File: src/rtl/board_pkg.sv
// Shared board geometry, match-request record and cell-address helper used by
// the block remover / clearer pipeline.
package board_pkg;
  localparam int BOARD_COLS = 6;
  localparam int BOARD_ROWS = 12;
  localparam int COLOR_W    = 6;
  localparam logic [COLOR_W-1:0] COLOR_EMPTY = '0;

  typedef struct packed {
    logic [2:0] x;
    logic [3:0] y;
    logic [2:0] num;
    logic       dir;
  } remove_req_t;

  typedef struct packed {
    logic       en;
    logic [2:0] x;
    logic [3:0] y;
  } cell_t;

  typedef enum logic [1:0] {S_IDLE, S_FLASH, S_ERASE, S_DONE} clr_state_t;

  function automatic logic req_valid(input logic [2:0] num);
    return (num >= 3'd3) && (num <= 3'd5);
  endfunction

  // Cell i of a run; sums are one bit wider so off-board cells are detected, not wrapped.
  function automatic cell_t cell_at(input remove_req_t r, input logic [2:0] i);
    cell_t      c;
    logic [3:0] cx;
    logic [4:0] cy;
    cx   = {1'b0, r.x} + (r.dir ? 4'd0 : {1'b0, i});
    cy   = {1'b0, r.y} + (r.dir ? {2'b00, i} : 5'd0);
    c.en = (cx < 4'(BOARD_COLS)) && (cy < 5'(BOARD_ROWS));
    c.x  = c.en ? cx[2:0] : 3'd0;
    c.y  = c.en ? cy[3:0] : 4'd0;
    return c;
  endfunction
endpackage

File: src/rtl/req_fifo.sv
// Small request queue with a combinational "contains" probe for duplicate filtering.
module req_fifo
  import board_pkg::*;
#(
  parameter int DEPTH = 4
) (
  input  logic        clk,
  input  logic        rst_n,
  input  logic        push,
  input  logic        pop,
  input  remove_req_t din,
  input  remove_req_t probe,
  output remove_req_t head,
  output logic        empty,
  output logic        full,
  output logic        contains
);
  localparam int AW = $clog2(DEPTH);

  remove_req_t   mem [DEPTH];
  logic [AW-1:0] rd_ptr, wr_ptr, off;
  logic [AW:0]   count;
  logic          do_push, do_pop;

  assign empty   = (count == '0);
  assign full    = (count == (AW+1)'(DEPTH));
  assign do_pop  = pop && !empty;
  // A pop in the same cycle frees the slot, so a full queue can still accept.
  assign do_push = push && (!full || do_pop);
  assign head    = mem[rd_ptr];

  always_ff @(posedge clk) begin
    if (!rst_n) begin
      rd_ptr <= '0;
      wr_ptr <= '0;
      count  <= '0;
    end else begin
      if (do_push) wr_ptr <= wr_ptr + 1'b1;
      if (do_pop)  rd_ptr <= rd_ptr + 1'b1;
      count <= count + (AW+1)'(do_push) - (AW+1)'(do_pop);
    end
  end

  always_ff @(posedge clk) begin
    if (do_push) mem[wr_ptr] <= din;
  end

  always_comb begin
    contains = 1'b0;
    off      = '0;
    for (int i = 0; i < DEPTH; i++) begin
      off = AW'(i) - rd_ptr;
      if (({1'b0, off} < count) && (mem[i] == probe)) contains = 1'b1;
    end
  end
endmodule

File: src/rtl/block_clearer.sv
// Queues unique match reports, flashes each run, erases it cell by cell and
// reports completion with the score increment.
module block_clearer
  import board_pkg::*;
#(
  parameter int FLASH_CYCLES    = 32,
  parameter int FIFO_DEPTH      = 4,
  parameter int SCORE_PER_BLOCK = 10
) (
  input  logic         Clk,
  input  logic         Reset,
  input  logic [2:0]   removeX,
  input  logic [3:0]   removeY,
  input  logic [2:0]   removeNum,
  input  logic         removeDir,
  input  logic         flush,
  output logic         wrEn,
  output logic [2:0]   wrX,
  output logic [3:0]   wrY,
  output logic [5:0]   wrData,
  output logic         flash_active,
  output logic [2:0]   flashX,
  output logic [3:0]   flashY,
  output logic [2:0]   flashNum,
  output logic         flashDir,
  output logic         busy,
  output logic         clear_done,
  output logic [7:0]   score_add,
  output logic         drop_err
);
  localparam int FCW = $clog2(FLASH_CYCLES + 1);

  clr_state_t  state;
  remove_req_t req, active, last, head;
  logic        last_valid, dup, push, pop, empty, full, in_fifo;
  logic [FCW-1:0] fcnt;
  logic [2:0]  idx;
  cell_t       next_cell;

  assign req  = {removeX, removeY, removeNum, removeDir};
  assign dup  = ((state != S_IDLE) && (req == active)) || in_fifo ||
                (last_valid && (req == last));
  assign push = req_valid(removeNum) && !dup;
  assign pop  = (state == S_IDLE) && !empty;
  assign busy = (state != S_IDLE) || !empty;

  assign wrData   = COLOR_EMPTY;
  assign flashX   = active.x;
  assign flashY   = active.y;
  assign flashNum = active.num;
  assign flashDir = active.dir;

  // Address for the write issued in the coming cycle: cell 0 on FLASH exit, else idx+1.
  assign next_cell = cell_at(active, (state == S_FLASH) ? 3'd0 : idx + 3'd1);

  req_fifo #(.DEPTH(FIFO_DEPTH)) u_fifo (
    .clk(Clk), .rst_n(Reset), .push(push), .pop(pop), .din(req), .probe(req),
    .head(head), .empty(empty), .full(full), .contains(in_fifo)
  );

  always_ff @(posedge Clk) begin
    if (!Reset) begin
      state        <= S_IDLE;
      active       <= '0;
      last         <= '0;
      last_valid   <= 1'b0;
      fcnt         <= '0;
      idx          <= '0;
      wrEn         <= 1'b0;
      wrX          <= '0;
      wrY          <= '0;
      flash_active <= 1'b0;
      clear_done   <= 1'b0;
      score_add    <= '0;
      drop_err     <= 1'b0;
    end else begin
      drop_err <= push && full && !pop;
      if (flush) last_valid <= 1'b0;
      case (state)
        S_IDLE: if (!empty) begin
          active       <= head;
          fcnt         <= '0;
          flash_active <= 1'b1;
          state        <= S_FLASH;
        end
        S_FLASH: if (fcnt == FCW'(FLASH_CYCLES - 1)) begin
          idx   <= '0;
          wrEn  <= next_cell.en;
          wrX   <= next_cell.x;
          wrY   <= next_cell.y;
          state <= S_ERASE;
        end else begin
          fcnt <= fcnt + 1'b1;
        end
        S_ERASE: if (idx == active.num - 3'd1) begin
          wrEn         <= 1'b0;
          wrX          <= '0;
          wrY          <= '0;
          flash_active <= 1'b0;
          clear_done   <= 1'b1;
          score_add    <= 8'(active.num * SCORE_PER_BLOCK);
          state        <= S_DONE;
        end else begin
          idx  <= idx + 3'd1;
          wrEn <= next_cell.en;
          wrX  <= next_cell.x;
          wrY  <= next_cell.y;
        end
        S_DONE: begin
          // Record write takes priority over a coincident flush.
          last       <= active;
          last_valid <= 1'b1;
          clear_done <= 1'b0;
          score_add  <= '0;
          state      <= S_IDLE;
        end
        default: state <= S_IDLE;
      endcase
    end
  end
endmodule

File: config.mk
export PLATFORM = sky130hd
export DESIGN_NAME = block_clearer
export DESIGN_NICKNAME = d
export VERILOG_FILES = /design/src/rtl/board_pkg.sv /design/src/rtl/req_fifo.sv /design/src/rtl/block_clearer.sv
export SDC_FILE = /design/constraint.sdc
export NUM_CORES = 1
export LEC_CHECK = 0
export ABC_AREA = 1
export BUFFER_PORTS_ARGS = -buffer_cell sky130_fd_sc_hd__buf_2
export CORE_ASPECT_RATIO = 0.9
export CORE_MARGIN = 1
export CORE_UTILIZATION = 30
export DETAILED_ROUTE_END_ITERATION = 7
export PLACE_DENSITY_LB_ADDON = 0.08
export SLEW_MARGIN = 25
export SYNTH_ARGS = -nofsm -noshare
export SYNTH_HDL_FRONTEND = slang
export SYNTH_SLANG_ARGS = --single-unit
export TNS_END_PERCENT = 30
File: constraint.sdc
create_clock -name Clk -period 4.55 [get_ports Clk]
set_input_delay 0.2275 -clock Clk [delete_from_list [all_inputs] [get_ports Clk]]
set_output_delay 0.2275 -clock Clk [all_outputs]
set_load 0.03 [all_outputs]
-- After elaboration in Yosys (flattened, before gate mapping)
Memory sizes are Yosys's and may differ from the RTL's. A register that Yosys moved wholly into a read port is not among the register bits.
Cells that the tools add are included.
- input bits: 14
- bits in writable memories: 44
- bits in registers: 49
- memories: 1
- output and inout bits: 37
- word-level logic and storage cells: 136
- bitwise logic cells: 1
- equality and inequality tests: 17
- muxes and demuxes: 39
- $lt $le $gt $ge: 8
- $add $sub $neg: 13
- multipliers: 1
- reductions and logical operators: 38
- memories (memory ; depth ; width ; read ports ; clocked after Yosys merged registers in ; write ports ; line ; source):
    u_fifo.mem ; 4 ; 11 ; 5 ; 1 ; 1 ; req_fifo.sv:20 ; remove_req_t mem [DEPTH];
- operator list (cell ; number):
    $eq A11 B11 Y1 ; 6
    $mux W3 ; 8
    $pmux W8 S2 ; 1
    $logic_and A1 B1 Y1 ; 14
    $mux W1 ; 13
    $lt A2 B3 Y1 ; 4
    $mux W4 ; 3
    $mux W6 ; 2
    $pmux W3 S2 ; 2
    $pmux W6 S2 ; 1
    $reduce_and A3 Y1 ; 4
    $reduce_bool A2 Y1 ; 6
    $mux W8 ; 1
    $ne A2 B2 Y1 const B ; 4
    $pmux W2 S4 ; 1
    $pmux W4 S2 ; 1
    $add A6 B1 Y6 const B ; 1
    $eq A6 B5 Y1 const B ; 1
    $mul A3 B3 Y6 const B ; 1
    $mux W2 ; 3
    $pmux W1 S2 ; 3
    $reduce_and A2 Y1 ; 3
    $add A4 B3 Y5 ; 1
    $logic_not A1 Y1 ; 5
    21 further kinds ; 28

-- Depth between registers and ports, before layout
- depth after elaboration: 14
- gate-level depth with buffers: 20
- gate-level depth less buffers: 20

-- Modules after synthesis
Synthesis repeated with hierarchy kept, for this count alone.
- cells, all modules: 790
- area, all modules: 5929.4 um^2
- by module, submodules not included (module ; area an instance (um^2) ; times used ; cells each ; sequential area each (um^2)):
    req_fifo ; 3001.6 ; 1 ; 381 ; 1501.4
    block_clearer ; 2927.8 ; 1 ; 409 ; 1021.0

-- Least setup slack after synthesis
OpenSTA, ideal clock, no wires.
- path kind: reg-to-reg
- start point: register u_fifo.rd_ptr[1]
- end point: register u_fifo.count[2]
- cell stages (with the launch flop): 19
- data required time: 4426 ps
- data arrival time: 2649 ps
- setup slack: 1777 ps
- cell sequence: dfxtp_1 -> inv_1 -> nand2_1 -> clkbuf_1 -> nand2_1 -> ha_1 -> a21boi_1 -> o21ai_1 -> nand3_1 -> nor2_1 -> nor2_4 -> nand3_4 -> inv_1 -> ha_1 -> inv_1 -> fa_1 -> xor2_1 -> o21ai_0 -> a21oi_1
- cells in the longest elaborated chain, start to end: 14
- RTL lines (element ; line ; source):
    start, declared ; req_fifo.sv:21 ; logic [AW-1:0] rd_ptr, wr_ptr, off;
    start signal, assigned ; req_fifo.sv:39 ; if (do_pop) rd_ptr <= rd_ptr + 1'b1;
    $sub A1 B2 Y2 ; req_fifo.sv:52 ; off = AW'(i) - rd_ptr;
    $lt A2 B3 Y1 ; req_fifo.sv:53 ; if (({1'b0, off} < count) && (mem[i] == probe)) contains = 1'b1;
    $logic_and A1 B1 Y1 ; req_fifo.sv:53 ;
    $mux W1 (3 in a row) ; req_fifo.sv:53 ;
    $mux W1 * ; req_fifo.sv:53 ;
    $logic_or A1 B1 Y1 * (2 in a row) ; block_clearer.sv:41 ; assign dup = ((state != S_IDLE) && (req == active)) || in_fifo ||
    $logic_not A1 Y1 * ; block_clearer.sv:43 ; assign push = req_valid(removeNum) && !dup;
    $logic_and A1 B1 Y1 * ; block_clearer.sv:43 ;
    $logic_and A1 B1 Y1 * ; req_fifo.sv:29 ; assign do_push = push && (!full || do_pop);
    named net u_fifo.do_push ; req_fifo.sv:23 ; logic do_push, do_pop;
    $add A3 B1 Y3 * ; req_fifo.sv:40 ; count <= count + (AW+1)'(do_push) - (AW+1)'(do_pop);
    $sub A3 B1 Y3 * ; req_fifo.sv:40 ;
    end signal, assigned ; req_fifo.sv:40 ;
    end, declared ; req_fifo.sv:22 ; logic [AW:0] count;
Mark *: on every way through the listed nets, which the timed path passes. The rest lies on a longest branch.
A chain may end at the register's enable or synchronous reset.

-- Worst setup path after layout
Ends and elaborated chain as after synthesis.

==> summary.md <==
| Metric | Value |
|---|---|
| Switching pwr | 1.48 mW |
| Syn Std Cell Area | 0.00578 mm^2 |
| Vias in the first global route | 4531 |
| Largest net degree at the start of global routing | 34 |
| Chip Height | 134 um |
| Starting Density | 0.310 |
| Fin Setup TNS | 0 ns |
| Share of cells above drive strength 1 | 0.107 |
| Postcts setup bufs | 0 |
| GR Util met1 | 0.266 |
| Max cap viols | 0 |
| CTS tree | yes |
| Dpl ws | 1.19 ns |
| Final Hold Fails | 0 |
| Required time worst endpoint | 4.79 ns |
| Met2 usage | 0.271 |
| Compound-cell area share of the yosys netlist | 0.114 |
| Pint | 1.96 mW |
| XOR/XNOR share of the synthesized area | 0.0485 |
| Initial antenna violation count | 0 |
| CP peak stage delay | 0.39 ns |
| DIE AREA | 0.0198 mm^2 |
| Htree depth | 3 |
| Tot Pwr | 3.45 mW |
| Slew headroom | 0.410 |
| CP max stage cell | nor2_2 |
| Worst Hold Class | input port to flip-flop |
| Final setup fails | 0 |
| Via count | around 4.7k |
| Horiz. Die Dim | about 150 um |
| # fillers | 1953 |
| Largest family of logic cells by synthesized area | simple AND/OR/NAND/NOR gates |
| Synth unique cells | 41 |
| Post-synth EDFFs | 44 |
| DRC | 0 |
| Met3 global-route usage | 0.0291 |
| WS Path Type | flip-flop to flip-flop |
| Fin util | 0.342 |
| Final HPWL DP | 12900 um |
| Sw Share | 0.430 |
| Max clock buf depth | 2 |
| Footprint of the multi-input gates | 0.00269 mm^2 |
| Power density cells | between 500 and 600 mW/mm^2 |
| Clk_lat worst skew | 0.36 ns |
| Commonest register cell after synthesis | dfxtp_1 |
| GRT Overall Usage | 0.181 |
| # IOs | 51 |
| Combinational share of power | 0.397 |
| Clk root buf | clkbuf_16 |
| Syn. warnings | 0 |
| Routed wire length | around 17000 um |
| CP Max Fanout | 14 |
| Yosys reg bits | 102 |
| Fmax | 0.303 GHz |
| Wire length of the first global-routing pass | 26500 um |
| Reg clk slew, reported paths | 0.07 ns |
| Asr flop ratio synth | 0 |
| Post-synthesis mux area share | 0 |
| Placeable Area | 0.0186 mm^2 |
| NumNets Final | ~800 |
| Tcrit/Tclk final | 0.724 |
| Most frequent cells in the layout | nand2_1, inv_1, nor2_1 |
| Sequential share of power | 0.373 |
| Avg Cell Area, Syn | 7.96 um^2 |
| Post-layout min period | 3.30 ns |
| I/O Buffers | 42 |
| Post-route ant nets | 0 |
| Simple-Gate Fraction of Synth Area | 0.229 |
| Worst path cell trace | inv_1, nor2_2, inv_1, nand2_1, inv_1, ha_1, a21oi_1, nor2_1, nor2_1, nand2_2, nand2_2, nor2_4, nand3_4, inv_1, ha_1, inv_1, fa_1, xor2_1, o21ai_0, a21oi_1 |
| CP arrival | ~3.5 ns |
| Clk_skew | 0.0105 ns |
| RSZ-0062 raised after global routing | no |
| Clock share of power | 0.230 |
| Post-CTS resize count | 0 |
| # clock sinks | 102 |
| Post-Synthesis Cells | 726 |
| Outcome | completed |
| Area share of fa/ha/maj cells after synthesis | 0.0688 |
| Layout Area Growth over Synthesis | 10.3% |
| Startpoint Class | flip-flop |
| Most common cell after layout, fill and taps aside | nand2_1 |
| Register area | 0.00248 mm^2 |
| PnR worst setup slack | between 1 and 1.5 ns |
| Overflow after GRT | 0 |
| Cell Rows | between 40 and 50 |
| GPL Wtd Cong | 0.893 |
| Worst VDD drop | 171 uV |
| Most used cell, CP | inv_1 |
| First-pass DRT Iterations | 6 |
| Count of routing violations after the opening detailed-route iteration | 347 |
| Final Max Slew Viols | 0 |
| Pleak | 2.81 nW |
| Worst-margin pin slew | 0.882 ns |
| ANT cells | 0 |
| Crit. End Element | flip-flop |
| Wire per inst | between 15 and 20 um |
| Num CTS Buffers | 9 |
| CTS Hold Bufs | 0 |
| Seq/Total Area, Yosys | 0.430 |
| Gr busiest metal | met2 |
| Vias per Instance | between 4 and 5 |
-- power groups by stage --
stage	clock, mW	sequential, mW	combinational (mW)
after floorplan	0	1.36	0.919
after global placement	0	1.31	1.35
after detailed placement	0	1.31	1.37
after CTS	0.813	1.29	1.38
after global routing	0.850	1.31	1.55
final	0.791	1.29	1.37
-- routing by layer --
layer  share of wire  vias to the layer above  wire [um]
met5               0                        -          0
met4           0.011                        0        185
met3           0.045                       19        774
met2            0.44                       92       7410
met1            0.51                     2240       8640
li1                -                     2387          -
-- Yosys cell counts (9+ instances only) --
cell type / number / area, um^2
xnor2_1: 19 / 166
inv_1: 90 / 338
a31oi_1: 16 / 100
edfxtp_1: 44 / 1320
nand4_1: 14 / 87.6
o21ai_0: 31 / 155
a21oi_1: 43 / 215
buf_6: 10 / 113
dfxtp_1: 58 / 1160
nand2_1: 188 / 706
a22oi_1: 9 / 67.6
clkbuf_1: 10 / 37.5
nand3_1: 21 / 105
ha_1: 27 / 338
buf_4: 11 / 82.6
nor2_1: 66 / 248
inv_2: 9 / 33.8
xor2_1: 13 / 114
-- cell type report --
type,count,area share
repair buffers,42,0.0330
multi-input cells,495,0.422
clock buffers,9,0.0353
clock inverters,7,0.0114
inverters,102,0.0608
well taps,245,0.0481
flip-flops and latches,102,0.389
-- flip-flops by register name, summed over array words and instances, names as in the netlist, 3 cells and up --
name / count
u_fifo.mem: 44
last: 11
fcnt: 6
score_add: 6
flashY: 4
wrY: 4
flashNum: 3
flashX: 3
idx: 3
u_fifo.count: 3
wrX: 3
-- worst max-delay path, delay by kind of cell (launching register included) --
| family | cells | cell delay (ns) |
|---|---|---|
| flip-flops | 1 | 0.36 |
| adder cells (fa/ha/maj) | 3 | 0.76 |
| XOR/XNOR | 1 | 0.16 |
| buffers and inverters | 5 | 0.56 |
| AO/OA/AOI/OAI | 3 | 0.28 |
| AND/OR/NAND/NOR | 8 | 1.03 |
-- stage by stage --
stage / hold WS, ns / instances / area [um^2]
floorplan: 0.326 / 733 / 5810
global placement: 0.448 / 986 / 6070
detailed placement: 0.450 / 986 / 6070
CTS: 0.188 / 1002 / 6370
global route: 0.191 / 1002 / 6370
finish: 0.194 / 1002 / 6370
-- kinds of logic (layout without fill, tap and decap cells) --
| logic type | count (synthesis) | count (layout) |
|---|---|---|
| and+or+nand+nor | 309 | 309 |
| DFF | 102 | 102 |
| xor gates and xnor gates | 32 | 32 |
| adders and majority gates | 30 | 30 |
| buffers and inverters | 136 | 160 |
| AOI/OAI and AO/OA | 116 | 116 |
| other | 1 | 8 |
-- path summary, 6_finish.rpt --
path	slack [ns]	cells past startpoint	to	start
worst max-delay path	1.25	20	u_fifo.count[2]$_SDFF_PN0_	u_fifo.rd_ptr[1]$_SDFFE_PN0P_
worst min-delay path	0.19	4	last_valid$_SDFFE_PN0P_	flush
worst max register to register	1.25	20	u_fifo.count[2]$_SDFF_PN0_	u_fifo.rd_ptr[1]$_SDFFE_PN0P_
worst min register to register	0.46	2	clear_done$_SDFFE_PN0P_	clear_done$_SDFFE_PN0P_
No activity file was read; power rests on OpenSTA's default activity.
